==> src/rtl/tcdm_g_splitter.sv <==
// Wide-to-narrow TCDM splitter: one SIZE-word request becomes SIZE
// sequential bank accesses, answered by a single wide response.
module tcdm_g_splitter #(
    parameter int ADDR_WIDTH = 32,
    parameter int DATA_WIDTH = 32,
    parameter int BE_WIDTH   = DATA_WIDTH / 8,
    parameter int SIZE       = 4
) (
    input  logic                       clk,
    input  logic                       rst_n,
    input  logic                       wide_req_i,
    input  logic [ADDR_WIDTH-1:0]      wide_add_i,
    input  logic                       wide_wen_i,
    input  logic [SIZE*DATA_WIDTH-1:0] wide_wdata_i,
    input  logic [SIZE*BE_WIDTH-1:0]   wide_be_i,
    output logic                       wide_gnt_o,
    output logic                       wide_r_valid_o,
    output logic [SIZE*DATA_WIDTH-1:0] wide_r_rdata_o,
    output logic                       tcdm_req_o,
    output logic [ADDR_WIDTH-1:0]      tcdm_add_o,
    output logic                       tcdm_wen_o,
    output logic [DATA_WIDTH-1:0]      tcdm_wdata_o,
    output logic [BE_WIDTH-1:0]        tcdm_be_o,
    input  logic                       tcdm_gnt_i,
    input  logic                       tcdm_r_valid_i,
    input  logic [DATA_WIDTH-1:0]      tcdm_r_rdata_i
);

    localparam int CW = (SIZE > 1) ? $clog2(SIZE) : 1;
    localparam logic [CW-1:0] LAST = CW'(SIZE - 1);

    typedef enum logic [1:0] {
        IDLE,
        ISSUE,
        WAIT,
        RESP
    } state_t;

    state_t                     state;
    logic [ADDR_WIDTH-1:0]      add_q;
    logic                       wen_q;
    logic [SIZE*DATA_WIDTH-1:0] wdata_q;
    logic [SIZE*BE_WIDTH-1:0]   be_q;
    logic [SIZE*DATA_WIDTH-1:0] slots_q;
    logic [SIZE*DATA_WIDTH-1:0] slots_n;
    logic [CW-1:0]              k;
    logic [CW-1:0]              r;
    logic                       issue;
    logic                       rsp;
    logic                       last_rsp;

    assign issue    = (state == ISSUE);
    // Responses only count while a transaction is in flight.
    assign rsp      = tcdm_r_valid_i && (state == ISSUE || state == WAIT);
    assign last_rsp = rsp && (r == LAST);

    assign wide_gnt_o   = rst_n && (state == IDLE) && wide_req_i;
    assign tcdm_req_o   = issue;
    assign tcdm_wen_o   = issue && wen_q;
    assign tcdm_add_o   = issue ? add_q + ADDR_WIDTH'(k) * ADDR_WIDTH'(BE_WIDTH) : '0;
    assign tcdm_wdata_o = issue ? wdata_q[k*DATA_WIDTH +: DATA_WIDTH] : '0;
    assign tcdm_be_o    = issue ? be_q[k*BE_WIDTH +: BE_WIDTH] : '0;

    always_comb begin
        slots_n = slots_q;
        if (rsp) begin
            slots_n[r*DATA_WIDTH +: DATA_WIDTH] = tcdm_r_rdata_i;
        end
    end

    always_ff @(posedge clk or negedge rst_n) begin
        if (!rst_n) begin
            state          <= IDLE;
            add_q          <= '0;
            wen_q          <= 1'b0;
            wdata_q        <= '0;
            be_q           <= '0;
            slots_q        <= '0;
            k              <= '0;
            r              <= '0;
            wide_r_valid_o <= 1'b0;
            wide_r_rdata_o <= '0;
        end else begin
            wide_r_valid_o <= 1'b0;
            slots_q        <= slots_n;
            unique case (state)
                IDLE: begin
                    if (wide_req_i) begin
                        add_q   <= wide_add_i;
                        wen_q   <= wide_wen_i;
                        wdata_q <= wide_wdata_i;
                        be_q    <= wide_be_i;
                        k       <= '0;
                        r       <= '0;
                        state   <= ISSUE;
                    end
                end
                ISSUE: begin
                    if (tcdm_gnt_i) k <= k + CW'(1);
                    if (rsp) r <= r + CW'(1);
                    if (last_rsp) begin
                        state <= RESP;
                    end else if (tcdm_gnt_i && k == LAST) begin
                        state <= WAIT;
                    end
                end
                WAIT: begin
                    if (rsp) r <= r + CW'(1);
                    if (last_rsp) state <= RESP;
                end
                RESP: begin
                    state <= IDLE;
                end
            endcase
            // Register the wide response as the final word lands.
            if (last_rsp) begin
                wide_r_valid_o <= 1'b1;
                wide_r_rdata_o <= slots_n;
            end
        end
    end

endmodule
==> config.mk <==
export PLATFORM = sky130hd
export DESIGN_NAME = tcdm_g_splitter
export DESIGN_NICKNAME = d
export VERILOG_FILES = /design/src/rtl/tcdm_g_splitter.sv
export SDC_FILE = /design/constraint.sdc
export NUM_CORES = 1
export LEC_CHECK = 0
export ABC_AREA = 1
export CAP_MARGIN = 20
export CORE_ASPECT_RATIO = 1.5
export CORE_MARGIN = 2
export CORE_UTILIZATION = 40
export DETAILED_ROUTE_END_ITERATION = 8
export PLACE_DENSITY = 0.66
export SLEW_MARGIN = 10
export SYNTH_ARGS = -nofsm -noshare
export SYNTH_HDL_FRONTEND = slang
export SYNTH_SLANG_ARGS = --single-unit
==> constraint.sdc <==
create_clock -name clk -period 5.65 [get_ports clk]
set_input_delay 0.565 -clock clk [delete_from_list [all_inputs] [get_ports clk]]
set_output_delay 0.565 -clock clk [all_outputs]
set_load 0.03 [all_outputs]
==> metrics.txt <==
outcome=finished clean; wire per inst=19.8 um; final-layout setup total negative slack=0 ns; clock-pin slew reported for the worst setup and hold paths after clock tree synthesis=0.07 ns; number of different library cells in the post-synthesis netlist=27; CTS Buf Count=41; portion of the post-synthesis area used by sequential elements=0.562; critical path startpoint category=flip-flop; Detailed Route Iter0 Violations=1,069; post-synth net total=2,210; post-route design area=24,000 um^2; iteration count of the initial detailed-routing pass=5; floorplan die width=178 um; number of cells in the design after placement=2,874; transition time at the pin with the least slew margin=1.00 ns; Worst Hold Slack=0.476 ns; insertion delay of the later-clocked pin in the worst-skew pair=0.55 ns; Data required, critical path=5.09 ns; share of the clock period used by the worst path after layout=0.739; initial core utilization=0.405; fraction of final layout cells sized beyond drive strength 1=0.113; type of element capturing the critical path=output port; global routing's busiest layer=met2; R2R Setup Slk=2.17 ns; IO Count=414; worst hold start=wide_r_rdata_o[38]; H-Tree Depth=2; global-route congestion overflow total=0; crit path kind=flip-flop to output port; count of endpoints failing setup in the final report=0; count of input and output buffers=413; path category of the worst min-delay check=flip-flop to flip-flop; highest-count cells in the layout ignoring fill and taps=nand2_1, clkdlybuf4s50_1, dfrtp_1; most common cell after layout, fill and taps aside=nand2_1; DR vias/cell=5.20; multi-input logic area=7160 um^2; area growth from synthesis to final layout=32.3%; Root Buffer Master=clkbuf_16; final core area utilization=0.536; number of nets in the layout=2,564; Syn Std Cell Area=18,200 um^2; ranking of synthesized cells by area=dfrtp_1, nand2_1, mux2_2, nor2_1, o21ai_0; number of setup buffers added after CTS=0; global-route met3 utilization=0.0673; Max Transition Viols Final=0; core area=44,800 um^2; max-capacitance violation count=0; sequential standard cell area=10,200 um^2; launch instance of the worst register-to-register path=state[0]; reg2reg end=wide_r_rdata_o[121]; worst slew slack as a fraction of its limit=0.332; Die ar.=47,200 um^2; Final Routed Wirelength=58.4 mm; gate count of the mapped netlist=1,983; worst-path maximum fanout=36; first-pass GRT wire length=90.0 mm; final cell count without fillers=2,952; CP arrival=3.61 ns; flops & latches, synth=408; met2 capacity usage during global routing=0.427; number of cells on the worst reg-to-reg path=10; number of clock sinks=408; chip height=265 um; clock tree from TritonCTS=yes; worst-case vdd ir drop=383 uV; area share of the largest cell type after synthesis=0.562; shortest clock period the worst path allows after layout=4.17 ns; antenna violations before repair=7; Fin. Hold Viols=0; Antenna Violating Nets Remaining=0; last weighted congestion value of the routability-driven placer=0.901; placed wire-length estimate=41.6 mm; area leader, netlist=dfrtp_1; pin count of the biggest net entering global routing=168; cell area after placement=22,600 um^2; Mapped Avg Cell Area=9.16 um^2; CTS-repair resized insts=0; DRC=0; buffer levels on the longest clock path=3; via count of the first global-routing pass=15.6k; RSZ-0062 raised after global routing=false; warning count from the yosys run=0; vias after detailed routing=15.3k; Total Routing Usage GR=0.248; met1 track demand over resource in global routing=0.280; standby leakage power=0.0113 uW; Placement Rows=95; power per standard cell area=562 nW/um^2; worst setup skew after layout=0.0176 ns; layout filler cell count=4,073; worst hold endpoint=wide_r_rdata_o[38]; number of instances on the worst hold path=2; achievable clock frequency=240 MHz
area by class of cell:
cell class | instances | share of cell area
timing repair buffer | 435 | 0.181
antenna | 4 | 0.000416
sequential | 408 | 0.425
multi-input combinational | 1388 | 0.298
tap | 582 | 0.0303
clock inverter | 20 | 0.00911
inverter | 63 | 0.00994
clock buffer | 52 | 0.0469
repair_timing:
item / CTS / global route
setup endpoints to repair: 0 / 0
endpoints found under the hold margin: 59 / 0
hold buffers: 1 / 0
registers in the layout (all words and copies together) (netlist names), 2 cells and up:
name / flops
add_q: 32
wdata_q: 128
wide_r_rdata_o: 128
r: 2
state: 2
slots_q: 96
k: 2
be_q: 16
routing by layer:
metal | wire [um] | vias up
met1 | 21300 | 7388
met4 | 2960 | 6
met2 | 29400 | 623
met3 | 4730 | 122
met5 | 44 | -
li1 | - | 7210
synth_stat cells:
cell and instances:
nand4_1 64, buf_6 1, nand2_4 1, a21oi_1 65, nand3_1 71, nand3b_1 1, nor2_4 1, inv_1 57
inv_2 6, dfrtp_1 408, buf_4 3, mux2_2 160, a31oi_1 1, o21ai_0 130, nand2_2 1, nor2_8 1
buf_1 11, nand2_1 579, xnor2_1 3, clkbuf_1 44, nor2_2 4, nor3_1 4, buf_2 65, fa_1 1
nor2_1 244, o21ai_1 45, ha_1 12
metrics by stage:
step | setup WS (ns) | total power (uW)
detailed placement | 2.05 | 10800
global placement | 2.08 | 10700
floorplan | 3.01 | 8510
CTS | 1.44 | 13600
finish | 1.48 | 13500
global route | 1.19 | 14300
report_power, final:
group / switching, uW / internal (uW)
logic: 3620 / 2290
registers: 712 / 4130
clock network: 1160 / 1600
total: 5490 / 8020
logic make-up after synthesis:
family | Yosys count | synth area share
DFF | 408 | 0.562
adders and majority gates | 13 | 0.00937
buffers and inverters | 187 | 0.0442
xor gates and xnor gates | 3 | 0.00145
muxes | 160 | 0.0992
and+or+nand+nor | 971 | 0.217
AOI/OAI and AO/OA | 241 | 0.0665
worst max-delay path, cell delays in order, from the launching register on:
cell and delay [ns]:
dfrtp_2 0.81, ha_1 0.34, fa_1 0.28, nand2_1 0.12
nor2_2 0.19, inv_1 0.10, nor2_1 0.23, nand2_1 0.10
nand2_1 0.06, nand2_1 0.04, nor2_1 0.08, clkdlybuf4s50_1 0.68
worst max path at each step:
| stage | slack (ns) | startpoint | end | depth (start not counted) |
|---|---|---|---|---|
| after floorplan | 3.01 | k[0] | tcdm_add_o[18] | 7 |
| after global placement | 2.08 | tcdm_r_valid_i | wide_r_rdata_o[96] | 9 |
| after detailed placement | 2.05 | tcdm_r_valid_i | wide_r_rdata_o[122] | 9 |
| after CTS | 1.44 | k[0] | tcdm_add_o[24] | 11 |
| after global routing | 1.19 | k[0] | tcdm_add_o[24] | 11 |
| final | 1.48 | k[0] | tcdm_add_o[24] | 11 |
Power figures use the tool's default switching activity.
